File: src/rtl/mem_access_unit.sv
// mem_access_unit: pipeline MEM stage. Passes ALU results straight to WB,
// issues aligned load/store requests to data memory, extracts and extends
// load data, and reports misaligned/illegal accesses and bus timeouts.
module mem_access_unit #(
    parameter int unsigned WAIT_MAX = 255
) (
    input  logic        clk,
    input  logic        rst_n,
    input  logic        ex_valid,
    input  logic [31:0] ex_aluresult,
    input  logic [31:0] ex_rs2data,
    input  logic        ex_memread,
    input  logic        ex_memwrite,
    input  logic [2:0]  ex_funct3,
    input  logic [4:0]  ex_rd,
    input  logic        ex_regwrite,
    input  logic        flush,
    output logic        mem_stall,
    output logic        dmem_req,
    output logic        dmem_we,
    output logic [31:0] dmem_addr,
    output logic [31:0] dmem_wdata,
    output logic [3:0]  dmem_be,
    input  logic        dmem_ready,
    input  logic [31:0] dmem_rdata,
    output logic        wb_valid,
    output logic [31:0] wb_data,
    output logic [4:0]  wb_rd,
    output logic        wb_regwrite,
    output logic        mem_fault,
    output logic        bus_err
);

    typedef enum logic {
        IDLE   = 1'b0,
        ACCESS = 1'b1
    } state_t;

    localparam logic [7:0] CNT_LAST = 8'(WAIT_MAX - 1);

    state_t      state_q, state_d;
    logic [7:0]  cnt_q, cnt_d;

    // Latched operation fields, valid while in ACCESS
    logic [31:0] op_addr;
    logic [31:0] op_rs2;
    logic [2:0]  op_funct3;
    logic [4:0]  op_rd;
    logic        op_regwrite;
    logic        op_store;

    logic        accept;
    logic        ex_store;
    logic        ex_mem;
    logic        ex_bad;
    logic [1:0]  ex_off;
    logic [1:0]  op_off;
    logic        in_access;

    logic [31:0] load_data;
    logic [31:0] st_wdata;
    logic [3:0]  st_be;

    logic        wb_valid_d;
    logic [31:0] wb_data_d;
    logic [4:0]  wb_rd_d;
    logic        wb_regwrite_d;
    logic        mem_fault_d;
    logic        bus_err_d;

    assign in_access = (state_q == ACCESS);
    assign ex_store  = ex_memwrite;
    assign ex_mem    = ex_memread | ex_memwrite;
    assign ex_off    = ex_aluresult[1:0];
    assign op_off    = op_addr[1:0];

    // Legality check of the incoming memory op: size code and alignment
    always_comb begin
        ex_bad = 1'b0;
        case (ex_funct3)
            3'b000:  ex_bad = 1'b0;
            3'b001:  ex_bad = ex_off[0];
            3'b010:  ex_bad = (ex_off != 2'b00);
            3'b100:  ex_bad = ex_store;
            3'b101:  ex_bad = ex_store | ex_off[0];
            default: ex_bad = 1'b1;
        endcase
    end

    // Store byte enables and replicated write data from latched fields
    always_comb begin
        st_be    = 4'b1111;
        st_wdata = op_rs2;
        if (op_store) begin
            case (op_funct3)
                3'b000: begin
                    st_be    = 4'b0001 << op_off;
                    st_wdata = {4{op_rs2[7:0]}};
                end
                3'b001: begin
                    st_be    = op_off[1] ? 4'b1100 : 4'b0011;
                    st_wdata = {2{op_rs2[15:0]}};
                end
                default: begin
                    st_be    = 4'b1111;
                    st_wdata = op_rs2;
                end
            endcase
        end
    end

    // Load lane selection and sign/zero extension
    always_comb begin
        logic [7:0]  bsel;
        logic [15:0] hsel;
        case (op_off)
            2'd0:    bsel = dmem_rdata[7:0];
            2'd1:    bsel = dmem_rdata[15:8];
            2'd2:    bsel = dmem_rdata[23:16];
            default: bsel = dmem_rdata[31:24];
        endcase
        hsel = op_off[1] ? dmem_rdata[31:16] : dmem_rdata[15:0];
        case (op_funct3)
            3'b000:  load_data = {{24{bsel[7]}}, bsel};
            3'b100:  load_data = {24'b0, bsel};
            3'b001:  load_data = {{16{hsel[15]}}, hsel};
            3'b101:  load_data = {16'b0, hsel};
            default: load_data = dmem_rdata;
        endcase
    end

    // Memory request outputs are driven only in ACCESS so reset clears them at once
    always_comb begin
        mem_stall  = in_access;
        dmem_req   = in_access;
        dmem_we    = in_access & op_store;
        dmem_addr  = in_access ? {op_addr[31:2], 2'b00} : '0;
        dmem_wdata = (in_access && op_store) ? st_wdata : '0;
        dmem_be    = in_access ? st_be : '0;
    end

    // Next-state, wait counter and next WB result
    always_comb begin
        state_d       = state_q;
        cnt_d         = cnt_q;
        accept        = 1'b0;
        wb_valid_d    = 1'b0;
        wb_data_d     = wb_data;
        wb_rd_d       = wb_rd;
        wb_regwrite_d = 1'b0;
        mem_fault_d   = 1'b0;
        bus_err_d     = 1'b0;
        case (state_q)
            IDLE: begin
                if (ex_valid && !flush) begin
                    if (!ex_mem) begin
                        wb_valid_d    = 1'b1;
                        wb_data_d     = ex_aluresult;
                        wb_rd_d       = ex_rd;
                        wb_regwrite_d = ex_regwrite;
                    end else if (ex_bad) begin
                        wb_valid_d    = 1'b1;
                        wb_data_d     = ex_aluresult;
                        wb_rd_d       = ex_rd;
                        mem_fault_d   = 1'b1;
                    end else begin
                        accept  = 1'b1;
                        cnt_d   = '0;
                        state_d = ACCESS;
                    end
                end
            end
            ACCESS: begin
                // Completion takes priority over a timeout on the same cycle
                if (dmem_ready) begin
                    state_d       = IDLE;
                    wb_valid_d    = 1'b1;
                    wb_rd_d       = op_rd;
                    wb_regwrite_d = op_store ? 1'b0 : op_regwrite;
                    wb_data_d     = op_store ? op_addr : load_data;
                end else if (cnt_q == CNT_LAST) begin
                    state_d    = IDLE;
                    wb_valid_d = 1'b1;
                    wb_rd_d    = op_rd;
                    wb_data_d  = op_addr;
                    bus_err_d  = 1'b1;
                end else begin
                    cnt_d = cnt_q + 8'd1;
                end
            end
            default: state_d = IDLE;
        endcase
    end

    // State, counter and registered WB outputs
    always_ff @(posedge clk or negedge rst_n) begin
        if (!rst_n) begin
            state_q     <= IDLE;
            cnt_q       <= '0;
            wb_valid    <= 1'b0;
            wb_data     <= '0;
            wb_rd       <= '0;
            wb_regwrite <= 1'b0;
            mem_fault   <= 1'b0;
            bus_err     <= 1'b0;
        end else begin
            state_q     <= state_d;
            cnt_q       <= cnt_d;
            wb_valid    <= wb_valid_d;
            wb_data     <= wb_data_d;
            wb_rd       <= wb_rd_d;
            wb_regwrite <= wb_regwrite_d;
            mem_fault   <= mem_fault_d;
            bus_err     <= bus_err_d;
        end
    end

    // Capture the accepted memory operation
    always_ff @(posedge clk or negedge rst_n) begin
        if (!rst_n) begin
            op_addr     <= '0;
            op_rs2      <= '0;
            op_funct3   <= '0;
            op_rd       <= '0;
            op_regwrite <= 1'b0;
            op_store    <= 1'b0;
        end else if (accept) begin
            op_addr     <= ex_aluresult;
            op_rs2      <= ex_rs2data;
            op_funct3   <= ex_funct3;
            op_rd       <= ex_rd;
            op_regwrite <= ex_regwrite;
            op_store    <= ex_store;
        end
    end

endmodule

File: config.mk
export PLATFORM = sky130hd
export DESIGN_NAME = mem_access_unit
export DESIGN_NICKNAME = d
export VERILOG_FILES = /design/src/rtl/mem_access_unit.sv
export SDC_FILE = /design/constraint.sdc
export NUM_CORES = 1
export LEC_CHECK = 0
export BUFFER_PORTS_ARGS = -buffer_cell sky130_fd_sc_hd__buf_2
export CORE_UTILIZATION = 40
export DETAILED_ROUTE_END_ITERATION = 12
export HOLD_SLACK_MARGIN = 0.1
export PLACE_DENSITY = 0.65
export SLEW_MARGIN = 15
export SYNTH_ARGS = -nofsm -noshare
export SYNTH_HDL_FRONTEND = slang
export SYNTH_SLANG_ARGS = --single-unit
File: constraint.sdc
create_clock -name clk -period 3.5 [get_ports clk]
set_input_delay 0.525 -clock clk [delete_from_list [all_inputs] [get_ports clk]]
set_output_delay 0.525 -clock clk [all_outputs]
set_load 0.02 [all_outputs]
==> run metrics <==
clock root cell=clkbuf_16; CTS Hold Buffers Added=0; TritonCTS Buffers=17; first-pass GRT wire length=35.15 mm; CTS tree=yes; vias in the first global route=between 6000 and 7000; metal2 WL=about 11 mm; CP required=roughly 3.0 ns; fin cells=1245; number of routed nets with antenna violations=0; FMAX=around 350 MHz; GRT Total Usage=between 20% and 30%; PostCTS Resize Cnt=0; DRC=0; Final GP Congestion=between 0.8 and 0.9; synthesis-to-finish area growth=25.96%; Async SR Flop Fraction=100.0%; Crit Path Category=flop to output pin; maximum capacitance violations=0; max_slew headroom=slightly above 30%; Die W=134.7 µm; RSZ-0062 raised after global routing=no; Post-Synthesis Cell Area=7047 µm²; Starting DRT DRC Count=about 430; top sig layer=met4; share of post-route cells with drive strength above 1=between 30% and 40%; Synth Register Bits=124; pwr dens=approximately 620 nW/µm²; Final Max Slew Viols=0; die area=approximately 18000 µm²; synth unique cells=62; HPWL reported at the end of detailed placement=15.95 mm; H-tree levels=4; initial antenna violation count=0; CP Launch Type=flop; Total Routed Length=around 23 mm; sequential share of the synthesized area=roughly 44%; simple-gate portion of the synthesized area=a little under a quarter; Layout Nets=~1100; area share of fa/ha/maj cells after synthesis=less than 1%; core box area=around 17000 µm²; worst-path fanout max=35; status=complete, no violations; deepest clock path buffer count=2; r2r endpoint=wb_data[19]; Avg Inst Size Synth=8.594 µm²; Design Power=5.536 mW; Mapped Cells=820; Hold Crit Class=input pin to asynchronous set/reset pin; Final Hold Viols=0; Leakage=around 4.5 nW; grt ovf=0; Ports=224; initial core utilization=between 40% and 50%; Port-buffer cells=around 220; wire length on met3=1.362 mm; FF-to-FF path depth=4; largest net degree at the start of global routing=76; DRT met1 WL=10.31 mm; Placed Cells=~1200; Design Area, Final=just under 9000 µm²; DR pass1 iterations=5; Die Y-Extent=around 130 µm; FP Rows=between 40 and 50; register-to-register setup slack=~0.94 ns; dpl cell area=slightly above 8000 µm²; XOR/XNOR Fraction of Synth Area=0.4972%; setup TNS=0 ns; worst-margin pin slew=between 1 and 1.5 ns; min Tclk post-route=around 2.9 ns; Synth Area in Compound Gates=18.77%; r2r startpoint=op_funct3[1]; final design utilization=around half; Worst VDD drop=between 0.0003 and 0.0004 V; routed len/inst=~18 µm; antenna diode count=0; mux share of post-synthesis cell area=7.298%; Yosys warning count=0; Worst-path clk slew=roughly 0.060 ns; worst clock skew=0.005602 ns; vias post-DR=between 6000 and 7000; Clock Latency Late Sink=around 0.42 ns; critical path arrival=2.35 ns; critical path endpoint category=output pin; period utilization=82.16%; Post-synth EDFFs=0; Post-synth top flop=dfrtp_1; endpoints failing setup=0; postcts setup bufs=0; vias per inst=5.439; combinational family with the most area after synthesis=simple AND/OR/NAND/NOR gates; Clock Sinks=between 100 and 150
==> critical path, stage by stage, from the launching register on <==
cell,delay [ns]
dfrtp_1,0.40
buf_4,0.26
or3b_2,0.66
nor2_1,0.13
nand2_1,0.06
a21oi_1,0.21
buf_2,0.21
==> cell type report <==
cell class	instances	area, µm²
Sequential cell	124	3107
Clock inverter	13	190.2
Multi-Input combinational cell	620	3572
Clock buffer	19	442.9
Timing Repair Buffer	236	1250
Fill cell	1701	8361
Inverter	8	32.53
Tap cell	225	281.5
==> sequential cells by signal, summed over array words and instances, names as in the netlist <==
register and cells:
op_rd 5, op_funct3 3, bus_err 1, wb_rd 5, mem_fault 1, wb_data 32, op_addr 32, dmem_req 1
op_rs2 32, op_store 1, wb_regwrite 1, cnt_q 8, op_regwrite 1, wb_valid 1
==> synthesized netlist by cell type, drive strengths merged, types with 3 or more instances <==
cell	count	share of area, %
nand2	256	14
dfrtp	124	44
o21ai	49	3.5
clkbuf	47	2.5
a21oi	37	2.6
mux2	32	6.1
and2	30	2.7
a221oi	24	3.0
o22ai	23	2.0
buf	22	2.5
nand2b	22	2.0
nor2	20	1.1
a31oi	17	1.5
and3	10	0.89
a22oi	9	0.96
inv	8	0.46
a211oi	7	0.75
nor2b	7	0.62
o21a	7	0.75
mux2i	6	0.85
nand3	6	0.43
nor3	5	0.36
o31a	4	0.50
o31ai	4	0.43
xor2	4	0.50
a21o	3	0.32
nand4b	3	0.37
o2111ai	3	0.37
o211ai	3	0.32
==> worst max-delay path by stage <==
stage / from / to / slack (ns) / depth (start not counted)
2_1_floorplan: dmem_req / dmem_wdata[24] / 0.68 / 8
3_3_place_gp: ex_aluresult[1] / op_addr[14] / 0.81 / 6
3_5_place_dp: ex_aluresult[1] / wb_data[13] / 0.78 / 6
4_1_cts: op_funct3[1] / dmem_wdata[15] / 0.65 / 6
5_1_grt: op_funct3[1] / dmem_wdata[26] / 0.53 / 4
6_report: op_funct3[1] / dmem_wdata[15] / 0.62 / 6
==> routing by layer <==
layer | vias to the layer above | track usage, %
met5 | - | 0
met4 | 0 | 9.176
li1 | 3224 | -
met3 | 47 | 4.542
met2 | 282 | 39.49
met1 | 3218 | 35.30
==> kinds of logic (layout without fill, tap and decap cells) <==
| group | count (synthesis) | count (layout) |
|---|---|---|
| flip-flops | 124 | 124 |
| multiplexers | 39 | 39 |
| AO/OA/AOI/OAI | 201 | 201 |
| AND/OR/NAND/NOR | 372 | 372 |
| buffers and inverters | 77 | 276 |
| XOR/XNOR | 4 | 4 |
| adder cells (fa/ha/maj) | 2 | 2 |
| other | 1 | 2 |
==> metrics by stage <==
| step | hold WS [ns] | setup slack, ns |
|---|---|---|
| after global routing | 0.1944 | 0.5322 |
| after floorplan | 0.2294 | 0.6756 |
| after global placement | 0.4510 | 0.8131 |
| after detailed placement | 0.4558 | 0.7808 |
| after CTS | 0.1643 | 0.6508 |
| final | 0.1208 | 0.6243 |
==> layout by cell type (no fill, tap or decap), types with 3 or more instances in the layout <==
cell type	count
and3_1	10
clkbuf_16	17
o21ai_0	37
nand2b_1	21
xor2_1	4
mux2_4	19
nand4b_1	3
o211ai_1	3
inv_1	7
nor2b_1	6
o21ai_1	12
dfrtp_1	123
o31ai_1	4
and2_1	30
o22ai_1	23
nor2_1	20
o2111ai_1	3
o21a_1	7
mux2i_1	6
a221oi_1	24
bufinv_16	4
o31a_1	4
buf_4	13
a31oi_1	17
nand2_1	255
a22oi_1	9
a211oi_1	7
nor3_1	4
mux2_1	5
a21oi_1	37
mux2_2	8
clkinvlp_4	4
nand3_1	6
buf_2	220
a21o_1	3
==> where the power goes <==
group          total [mW]  internal (mW)  switching (mW)
combinational        1.60          0.622           0.974
sequential           2.04           1.78           0.260
clock                1.90           1.21           0.685
total                5.54           3.62            1.92
Power figures use the tool's default switching activity.
